### config.mk
export PLATFORM = sky130hd
export DESIGN_NAME = dmem_arbiter
export DESIGN_NICKNAME = d
export VERILOG_FILES = /design/src/rtl/dmem_pkg.sv /design/src/rtl/rr_arb2.sv /design/src/rtl/dmem_arbiter.sv
export SDC_FILE = /design/constraint.sdc
export NUM_CORES = 1
export LEC_CHECK = 0
export BUFFER_PORTS_ARGS = -buffer_cell sky130_fd_sc_hd__buf_2
export CORE_AREA = 2 2 108 110
export CTS_CLUSTER_SIZE = 10
export DETAILED_ROUTE_END_ITERATION = 8
export DIE_AREA = 0 0 110 112
export PLACE_DENSITY_LB_ADDON = 0.3
export SYNTH_ARGS = -nofsm -noshare
export SYNTH_HDL_FRONTEND = slang
export SYNTH_SLANG_ARGS = --single-unit
### constraint.sdc
create_clock -name clk -period 1.4 [get_ports clk]
set_clock_uncertainty 0.15 [all_clocks]
set_input_delay 0.07 -clock clk [delete_from_list [all_inputs] [get_ports clk]]
set_output_delay 0.07 -clock clk [all_outputs]
set_load 0.01 [all_outputs]
### src/rtl/dmem_pkg.sv
// dmem_pkg -- shared types and constants for the data-memory arbiter.
//   state_t      : arbiter FSM states (IDLE, ACCESS, RESP)
//   DEF_ADDR_W   : default byte-address width of the shared memory
//   WORD_BYTES   : bytes per memory word
//   addr_bad()   : true when an address is misaligned or outside the memory
package dmem_pkg;

  typedef enum logic [1:0] {
    IDLE,
    ACCESS,
    RESP
  } state_t;

  localparam int DEF_ADDR_W = 6;
  localparam int WORD_BYTES = 4;

  // An access is rejected when it does not hit a whole word inside the
  // 2^aw-byte memory.
  function automatic logic addr_bad(input logic [31:0] addr, input int aw);
    logic misaligned;
    logic out_of_range;
    misaligned   = (addr & 32'(WORD_BYTES - 1)) != 32'd0;
    out_of_range = (addr >> aw) != 32'd0;
    return misaligned || out_of_range;
  endfunction

endpackage

### src/rtl/rr_arb2.sv
// rr_arb2 -- two-requester round-robin winner selection.
//   clk, rst : clock and synchronous active-high reset
//   req      : request vector, bit i = requester i
//   take     : the current winner is being accepted this cycle
//   win      : index of the winning requester (valid when any_req)
//   any_req  : at least one requester is asking
module rr_arb2 (
  input  logic       clk,
  input  logic       rst,
  input  logic [1:0] req,
  input  logic       take,
  output logic       win,
  output logic       any_req
);

  // Preferred requester; after every accepted grant it points at the other one.
  logic ptr;

  always_ff @(posedge clk) begin
    if (rst) begin
      ptr <= 1'b0;
    end else if (take) begin
      ptr <= ~win;
    end
  end

  // A lone requester always wins; a tie goes to the preferred one.
  always_comb begin
    any_req = |req;
    if (req[0] && req[1]) begin
      win = ptr;
    end else begin
      win = req[1];
    end
  end

endmodule

### src/rtl/dmem_arbiter.sv
// dmem_arbiter -- arbitrates a CPU (requester 0) and a DMA/debug port
// (requester 1) onto one single-ported data memory.
//   clk, rst              : clock and synchronous active-high reset
//   rN_req/we/addr/wdata  : requester N access request and qualifiers
//   rN_gnt                : one-cycle pulse, request accepted
//   rN_done/err/rdata     : one-cycle completion pulse, reject flag, read data
//   mem_en/we/addr/wdata  : memory access strobe and command
//   mem_rdata             : memory read data, valid the cycle after a read
module dmem_arbiter
  import dmem_pkg::*;
#(
  parameter int ADDR_W = DEF_ADDR_W,
  parameter int NREQ   = 2
) (
  input  logic              clk,
  input  logic              rst,
  input  logic              r0_req,
  input  logic              r0_we,
  input  logic [31:0]       r0_addr,
  input  logic [31:0]       r0_wdata,
  output logic              r0_gnt,
  output logic              r0_done,
  output logic [31:0]       r0_rdata,
  output logic              r0_err,
  input  logic              r1_req,
  input  logic              r1_we,
  input  logic [31:0]       r1_addr,
  input  logic [31:0]       r1_wdata,
  output logic              r1_gnt,
  output logic              r1_done,
  output logic [31:0]       r1_rdata,
  output logic              r1_err,
  output logic              mem_en,
  output logic              mem_we,
  output logic [ADDR_W-1:0] mem_addr,
  output logic [31:0]       mem_wdata,
  input  logic [31:0]       mem_rdata
);

  state_t state;
  state_t state_nxt;

  logic [NREQ-1:0] req_vec;
  logic            win_id;
  logic            any_req;
  logic            arb_take;

  logic        sel_we;
  logic [31:0] sel_addr;
  logic [31:0] sel_wdata;

  logic              lat_we;
  logic              lat_id;
  logic              lat_bad;
  logic [ADDR_W-1:0] lat_addr;
  logic [31:0]       lat_wdata;

  assign req_vec = {r1_req, r0_req};

  // Arbitration happens whenever the memory slot is free: IDLE, or the
  // response cycle of the previous access.
  assign arb_take = any_req && ((state == IDLE) || (state == RESP));

  rr_arb2 u_arb (
    .clk     (clk),
    .rst     (rst),
    .req     (req_vec),
    .take    (arb_take),
    .win     (win_id),
    .any_req (any_req)
  );

  always_comb begin
    if (win_id) begin
      sel_we    = r1_we;
      sel_addr  = r1_addr;
      sel_wdata = r1_wdata;
    end else begin
      sel_we    = r0_we;
      sel_addr  = r0_addr;
      sel_wdata = r0_wdata;
    end
  end

  always_ff @(posedge clk) begin
    if (rst) begin
      state <= IDLE;
    end else begin
      state <= state_nxt;
    end
  end

  always_comb begin
    state_nxt = state;
    case (state)
      IDLE:    if (any_req) state_nxt = ACCESS;
      ACCESS:  state_nxt = RESP;
      RESP:    state_nxt = any_req ? ACCESS : IDLE;
      default: state_nxt = IDLE;
    endcase
  end

  // The reject decision is made once at acceptance so ACCESS/RESP only
  // look at a single flag.
  always_ff @(posedge clk) begin
    if (rst) begin
      lat_we    <= 1'b0;
      lat_id    <= 1'b0;
      lat_bad   <= 1'b0;
      lat_addr  <= '0;
      lat_wdata <= '0;
    end else if (arb_take) begin
      lat_we    <= sel_we;
      lat_id    <= win_id;
      lat_bad   <= addr_bad(sel_addr, ADDR_W);
      lat_addr  <= sel_addr[ADDR_W-1:0];
      lat_wdata <= sel_wdata;
    end
  end

  // Outputs are forced quiet during reset, which also discards a done
  // pulse for an access caught in flight.
  always_comb begin
    r0_gnt    = 1'b0;
    r1_gnt    = 1'b0;
    r0_done   = 1'b0;
    r1_done   = 1'b0;
    r0_err    = 1'b0;
    r1_err    = 1'b0;
    r0_rdata  = '0;
    r1_rdata  = '0;
    mem_en    = 1'b0;
    mem_we    = 1'b0;
    mem_addr  = '0;
    mem_wdata = '0;
    if (!rst) begin
      case (state)
        ACCESS: begin
          r0_gnt = ~lat_id;
          r1_gnt = lat_id;
          if (!lat_bad) begin
            mem_en    = 1'b1;
            mem_we    = lat_we;
            mem_addr  = lat_addr;
            mem_wdata = lat_wdata;
          end
        end
        RESP: begin
          r0_done = ~lat_id;
          r1_done = lat_id;
          r0_err  = ~lat_id & lat_bad;
          r1_err  = lat_id & lat_bad;
          if (!lat_bad && !lat_we) begin
            if (lat_id) begin
              r1_rdata = mem_rdata;
            end else begin
              r0_rdata = mem_rdata;
            end
          end
        end
        default: ;
      endcase
    end
  end

endmodule

==> out/results.tsv, run 1 <==
metric	value	unit
clock_tree_from_tritoncts	done	
yosysWarningCount	0	
placed_area	4260	sq um
timing.final.max_slew_violations	0	
routed_via_density	4.85	
port_buffers	275	
whs	0.0110	ns
design_area	5500	sq um
max-cap-violations	0	
clk_pin_slew_worst_paths	0.06	ns
synth.largest_area_cell	sky130_fd_sc_hd__dfxtp_1	
rsz_0062_raised_after_global_routing	yes	
grt-ovfl-total	0	
min-delay-path-class	in2reg	
num_rows	39	
final_core_utilization	49.3	%
drt.antenna.violating_nets	0	
grt_max_degree	51	
synth_seq_area_share	35.2	%
area.growth.synth_to_final	120	%
timing.rr.end	lat_wdata[5]	
vias_in_the_first_global_route	3835	
synth_area_leaders	sky130_fd_sc_hd__dfxtp_1, sky130_fd_sc_hd__and3_1, sky130_fd_sc_hd__a222oi_1	
core_area	11200	sq um
min_delay_path_depth	3	
wirelength	12.9	mm
maxSlewHeadroom	69.4	%
criticalPathCategory	reg2out	
width_of_the_chip	110	um
count_leader_synth	sky130_fd_sc_hd__and3_1	
yosys_register_bits	44	
tightest_slew	0.459	ns
cp.required	1.18	ns
worst_skew_pair.late_latency	0.28	ns
critPathMaxFanout	24	
drt_iter0_markers	341	
worst_setup_path_end_kind	primary output	
worst_r2r_startpoint	state[0]	
synth.distinct_cells	25	
routedWlPerCell	15.9	um
finalHoldViolCount	0	
syn_avg_cell_area	8.17	sq um
synth_edf_count	0	
final.min_clock_period	1.85	ns
cts_root_buffer	sky130_fd_sc_hd__clkbuf_16	
final_layout_size_suffix_gt1_share	52.5	%
timing.hold.worst.start	r1_addr[0]	
clkSinkCount	44	
initial_core_util	22.4	%
antenna_violations_before_repair	0	
synth_common_cells	sky130_fd_sc_hd__and3_1, sky130_fd_sc_hd__nor2_1, sky130_fd_sc_hd__dfxtp_1	
setup.reg_to_reg.worst_slack	-0.25	ns
power_density	675	nW/um^2
hold_ep	lat_addr[0]	
failed_checks	setup timing	
cts-root-to-sink-buffers	2	
die_area	12300	sq um
run_status	complete, but fails checks	
fmaxAchievable	539	MHz
vdd_ir_drop_max	0.408	mV
synth_area	2500	sq um
n_antenna_cell	0	
grt_util_all_layers	18.7	%
cp-start-kind	register	
cp_data_arrival_time	1.63	ns
worst_slack	-0.455	ns
cellLeakagePower	3.06	nW
final_net_count	834	
syn_nets	472	
firstDrtPassIters	8	
worst-r2r-cell-count	7	
post-dp-hpwl	8.22	mm
drcViolationCount	0	
synthCells	306	
vert_die_dim	112	um
pre_cts_ws	-0.173	ns
finalSetupViolCount	148	
first_pass_grt_wire_length	18.3	mm
ys_dominant_reg_cell	sky130_fd_sc_hd__dfxtp_1	
ios	276	
async_flop_share	0	%
synth_largest_type_area_fraction	35.2	%
dr_total_vias	3941	
finalWeightedCongestion	0.888	
fin_crit_sh	132	%
cts_max_level	2	
cts_buffers	5	
sequential cells by signal, indices dropped and copies added (netlist names):
register	flops
u_arb.ptr	1
lat_wdata	32
lat_addr	6
lat_we	1
lat_id	1
lat_bad	1
state	2
kinds of logic after synthesis:
family          share of synthesized area, %
buf+inv                                 5.96
flops                                   35.2
compound gates                          18.5
mux                                    0.801
simple gates                            39.5
layout by cell type, fill, tap and decap left out, drive strengths merged, types with 2 or more instances in the layout:
cell type and n:
inv 4, nand4 3, and2 42, nor2 48, and3 65, o21ai 2, dlygate4sd3 74, a222oi 37
clkbuf 10, a21oi 2, dfxtp 44, a211oi 6, buf 311, nor4 11, mux2i 2
per-layer routing:
metal | global-route usage [%] | routed length (um)
met4 | 4.05 | 195
met1 | 20.9 | 4930
met2 | 36.0 | 6870
met3 | 3.28 | 946
met5 | 0 | 0
cell type report:
| type | instances | area [sq um] |
|---|---|---|
| clock buffers | 7 | 143 |
| clock inverters | 1 | 7.51 |
| fillers | 1070 | 5670 |
| inverters | 4 | 17.5 |
| multi-input cells | 225 | 1580 |
| flip-flops and latches | 44 | 885 |
| well taps | 143 | 179 |
| repair buffers | 388 | 2700 |
critical path, stage by stage (launching register included):
cell	delay, ns
sky130_fd_sc_hd__dfxtp_2	0.32
sky130_fd_sc_hd__or3b_4	0.41
sky130_fd_sc_hd__nor2_4	0.15
sky130_fd_sc_hd__buf_12	0.17
sky130_fd_sc_hd__and2_1	0.15
sky130_fd_sc_hd__buf_2	0.14
metrics by stage:
step | TNS (ns) | total power [mW] | std cells
after floorplan | -1.47 | 1.80 | 306
after detailed placement | -14.35 | 2.29 | 716
final | -48.24 | 3.72 | 812
after CTS | -48.35 | 3.71 | 804
after global placement | -10.59 | 2.27 | 716
after global routing | -58.77 | 3.90 | 812
what timing repair did:
| item | 4_1_cts | 5_1_grt |
|---|---|---|
| hold endpoints to repair | 37 | 0 |
| buffers inserted | 5 | 4 |
| setup endpoints to repair | 150 | 150 |
| pin swaps | 36 | 3 |
| gates cloned | 1 | 5 |
| resized for setup | 26 | 13 |
| hold buffers | 74 | 0 |
worst max path at each step:
stage | slack, ns | depth (start not counted) | to | startpoint
2_1_floorplan | -0.03 | 4 | mem_addr[5] | state[0]
3_3_place_gp | -0.17 | 5 | lat_bad | state[0]
3_5_place_dp | -0.17 | 5 | lat_bad | state[0]
4_1_cts | -0.45 | 5 | mem_wdata[23] | state[1]
5_1_grt | -0.52 | 5 | mem_we | state[1]
6_report | -0.45 | 5 | mem_we | state[1]
power by group:
group	switching (mW)	leakage [nW]	internal (mW)
Combinational	0.480	2.62	0.629
Sequential	0.0644	0.364	1.36
Clock	0.472	0.0701	0.711
Power figures use the tool's default switching activity.
==> run 2: changes to the inputs <==
--- a/config.mk
+++ b/config.mk
@@ -10,7 +10,7 @@
 export CTS_CLUSTER_SIZE = 10
 export DETAILED_ROUTE_END_ITERATION = 8
 export DIE_AREA = 0 0 110 112
-export PLACE_DENSITY_LB_ADDON = 0.3
+export PLACE_DENSITY_LB_ADDON = 0.1
 export SYNTH_ARGS = -nofsm -noshare
 export SYNTH_HDL_FRONTEND = slang
 export SYNTH_SLANG_ARGS = --single-unit
==> out/results.tsv, run 2 (synthesis gave the netlist of run 1 again) <==
metric	value	unit	change
final_layout_size_suffix_gt1_share	63.3	%	was 52.5%
maxSlewHeadroom	76.9	%	was 69.4%
core_area	11200	sq um	unchanged
timing.rr.end	lat_wdata[10]		was lat_wdata[5]
critPathMaxFanout	3		was 24
failed_checks	hold timing, setup timing		was setup timing
drt.antenna.violating_nets	0		unchanged
first_pass_grt_wire_length	18.9	mm	was 18.3 mm
ios	276		unchanged
finalWeightedCongestion	0.776		was 0.888
run_status	complete, but fails checks		unchanged
post-dp-hpwl	7.97	mm	was 8.22 mm
area.growth.synth_to_final	170	%	was 120%
cp-start-kind	register		unchanged
num_rows	39		unchanged
vert_die_dim	112	um	unchanged
clock_tree_from_tritoncts	done		unchanged
setup.reg_to_reg.worst_slack	-0.36	ns	was -0.25 ns
fmaxAchievable	533	MHz	was 539 MHz
layout.cells.most_common_list	sky130_fd_sc_hd__buf_2, sky130_fd_sc_hd__buf_6, sky130_fd_sc_hd__dlygate4sd3_1		was sky130_fd_sc_hd__buf_2, sky130_fd_sc_hd__dlygate4sd3_1, sky130_fd_sc_hd__and3_1
totalNegativeSetupSlack	-56.82	ns	was -48.24 ns
final.min_clock_period	1.88	ns	was 1.85 ns
min_delay_path_depth	3		unchanged
largest_reg_flops	32		unchanged
firstDrtPassIters	5		was 8
fin_crit_sh	134	%	was 132%
dr_total_vias	4082		was 3,941
timing.final.max_slew_violations	0		unchanged
worst_r2r_startpoint	state[0]		unchanged
min-delay-path-class	in2reg		unchanged
grt_max_degree	65		was 51
worst_slack	-0.476	ns	was -0.455 ns
routed_via_density	4.86		was 4.85
cts_root_buffer	sky130_fd_sc_hd__clkbuf_16		unchanged
cts_buffers	5		unchanged
timing.hold.worst.start	r1_addr[1]		was r1_addr[0]
final_net_count	863		was 834
routedWlPerCell	17.0	um	was 15.9 um
finalSetupViolCount	152		was 148
reg_top3	lat_wdata (32), lat_addr (6), state (2)		unchanged
cts-root-to-sink-buffers	2		unchanged
rsz_0062_raised_after_global_routing	yes		unchanged
clkSinkCount	44		unchanged
grt-ovfl-total	0		unchanged
grt_util_all_layers	19.4	%	was 18.7%
fin_total_pwr	4.31	mW	was 3.72 mW
cellLeakagePower	3.24	nW	was 3.06 nW
largest_register	lat_wdata		unchanged
cp_data_arrival_time	1.66	ns	was 1.63 ns
power_density	637	nW/um^2	was 675 nW/um^2
worst_setup_path_end_kind	primary output		unchanged
whs	-0.00369	ns	was 0.0110 ns
width_of_the_chip	110	um	unchanged
initial_core_util	22.4	%	unchanged
cts_max_level	2		unchanged
n_antenna_cell	0		unchanged
die_area	12300	sq um	unchanged
worst_skew_pair.late_latency	0.28	ns	about the same
worst-r2r-cell-count	7		unchanged
drcViolationCount	0		unchanged
cp.required	1.18	ns	about the same
wirelength	14.2	mm	was 12.9 mm
tightest_slew	0.346	ns	was 0.459 ns
finalHoldViolCount	1		was 0
vias_in_the_first_global_route	3829		was 3,835
final_common_cell	sky130_fd_sc_hd__buf_2		unchanged
antenna_violations_before_repair	0		unchanged
vdd_ir_drop_max	0.470	mV	was 0.408 mV
max-cap-violations	0		unchanged
port_buffers	275		unchanged
clk_pin_slew_worst_paths	0.06	ns	about the same
hold_ep	lat_addr[1]		was lat_addr[0]
criticalPathCategory	reg2out		unchanged
drt_iter0_markers	416		was 341
==> run 2: changes by cell type in the layout (fill, tap and decap cells not counted), sizes merged <==
cell         change
bufinv           +2
buf             +24
clkbuf           +2
dlygate4sd3      +1
clkinvlp         -1
==> run 2: how the worst max path moves through the flow <==
| stage | start | slack (ns) | cells after the start | to |
|---|---|---|---|---|
| after floorplan | state[0] | -0.03 | 4 | mem_addr[5] |
| after global placement | state[0] | -0.15 | 5 | mem_wdata[24] |
| after detailed placement | state[0] | -0.18 | 5 | mem_wdata[24] |
| after CTS | state[0] | -0.48 | 5 | r1_rdata[12] |
| after global routing | state[0] | -0.54 | 6 | mem_addr[0] |
| final | state[0] | -0.48 | 6 | mem_addr[0] |
==> run 2: timing repair <==
action | in CTS | in global routing
hold buffers | 75 | 0
gates cloned | 12 | 8
endpoints found under the hold margin | 38 | 0
endpoints found under the setup margin | 150 | 152
gates resized for setup | 54 | 145
pin swaps | 40 | 81
setup buffers | 14 | 12
==> run 2: where the power goes <==
group / switching [mW] / internal, mW
Sequential: 0.0609 / 1.36
Combinational: 0.565 / 0.836
Clock: 0.477 / 1.01
Total: 1.10 / 3.21
==> run 2: worst max-delay path, cell delays in order, from the launching register on <==
cell,delay [ns]
sky130_fd_sc_hd__dfxtp_2,0.34
sky130_fd_sc_hd__or3b_4,0.40
sky130_fd_sc_hd__nor2_4,0.15
sky130_fd_sc_hd__buf_4,0.14
sky130_fd_sc_hd__buf_6,0.09
sky130_fd_sc_hd__and2_1,0.14
sky130_fd_sc_hd__buf_6,0.11
==> run 2: stage by stage <==
step	utilization, %	hold WS (ns)	cell area (sq um)	setup WS, ns	std cells
after detailed placement	38.5	0.162	4300	-0.176	718
after CTS	52.9	0.00178	5910	-0.476	826
after global placement	38.5	0.152	4300	-0.154	718
after global routing	60.5	0.0206	6760	-0.542	840
after floorplan	-	0.0663	2540	-0.0321	306
final	60.5	-0.00369	6760	-0.476	840
==> run 2: layout make-up <==
| class | count | area [sq um] |
|---|---|---|
| fillers | 908 | 4410 |
| well taps | 143 | 179 |
| multi-input cells | 225 | 1890 |
| repair buffers | 417 | 3610 |
| inverters | 4 | 15.0 |
| clock inverters | 2 | 60.1 |
| flip-flops and latches | 44 | 882 |
| clock buffers | 5 | 125 |
==> run 2: metal layers <==
metal / track usage (%) / wire [um] / vias to the layer above
li1: - / - / 1946
met1: 22.5 / 5650 / 1931
met2: 35.9 / 7400 / 185
met3: 3.22 / 932 / 20
met4: 5.06 / 263 / 0
met5: 0 / 0 / -
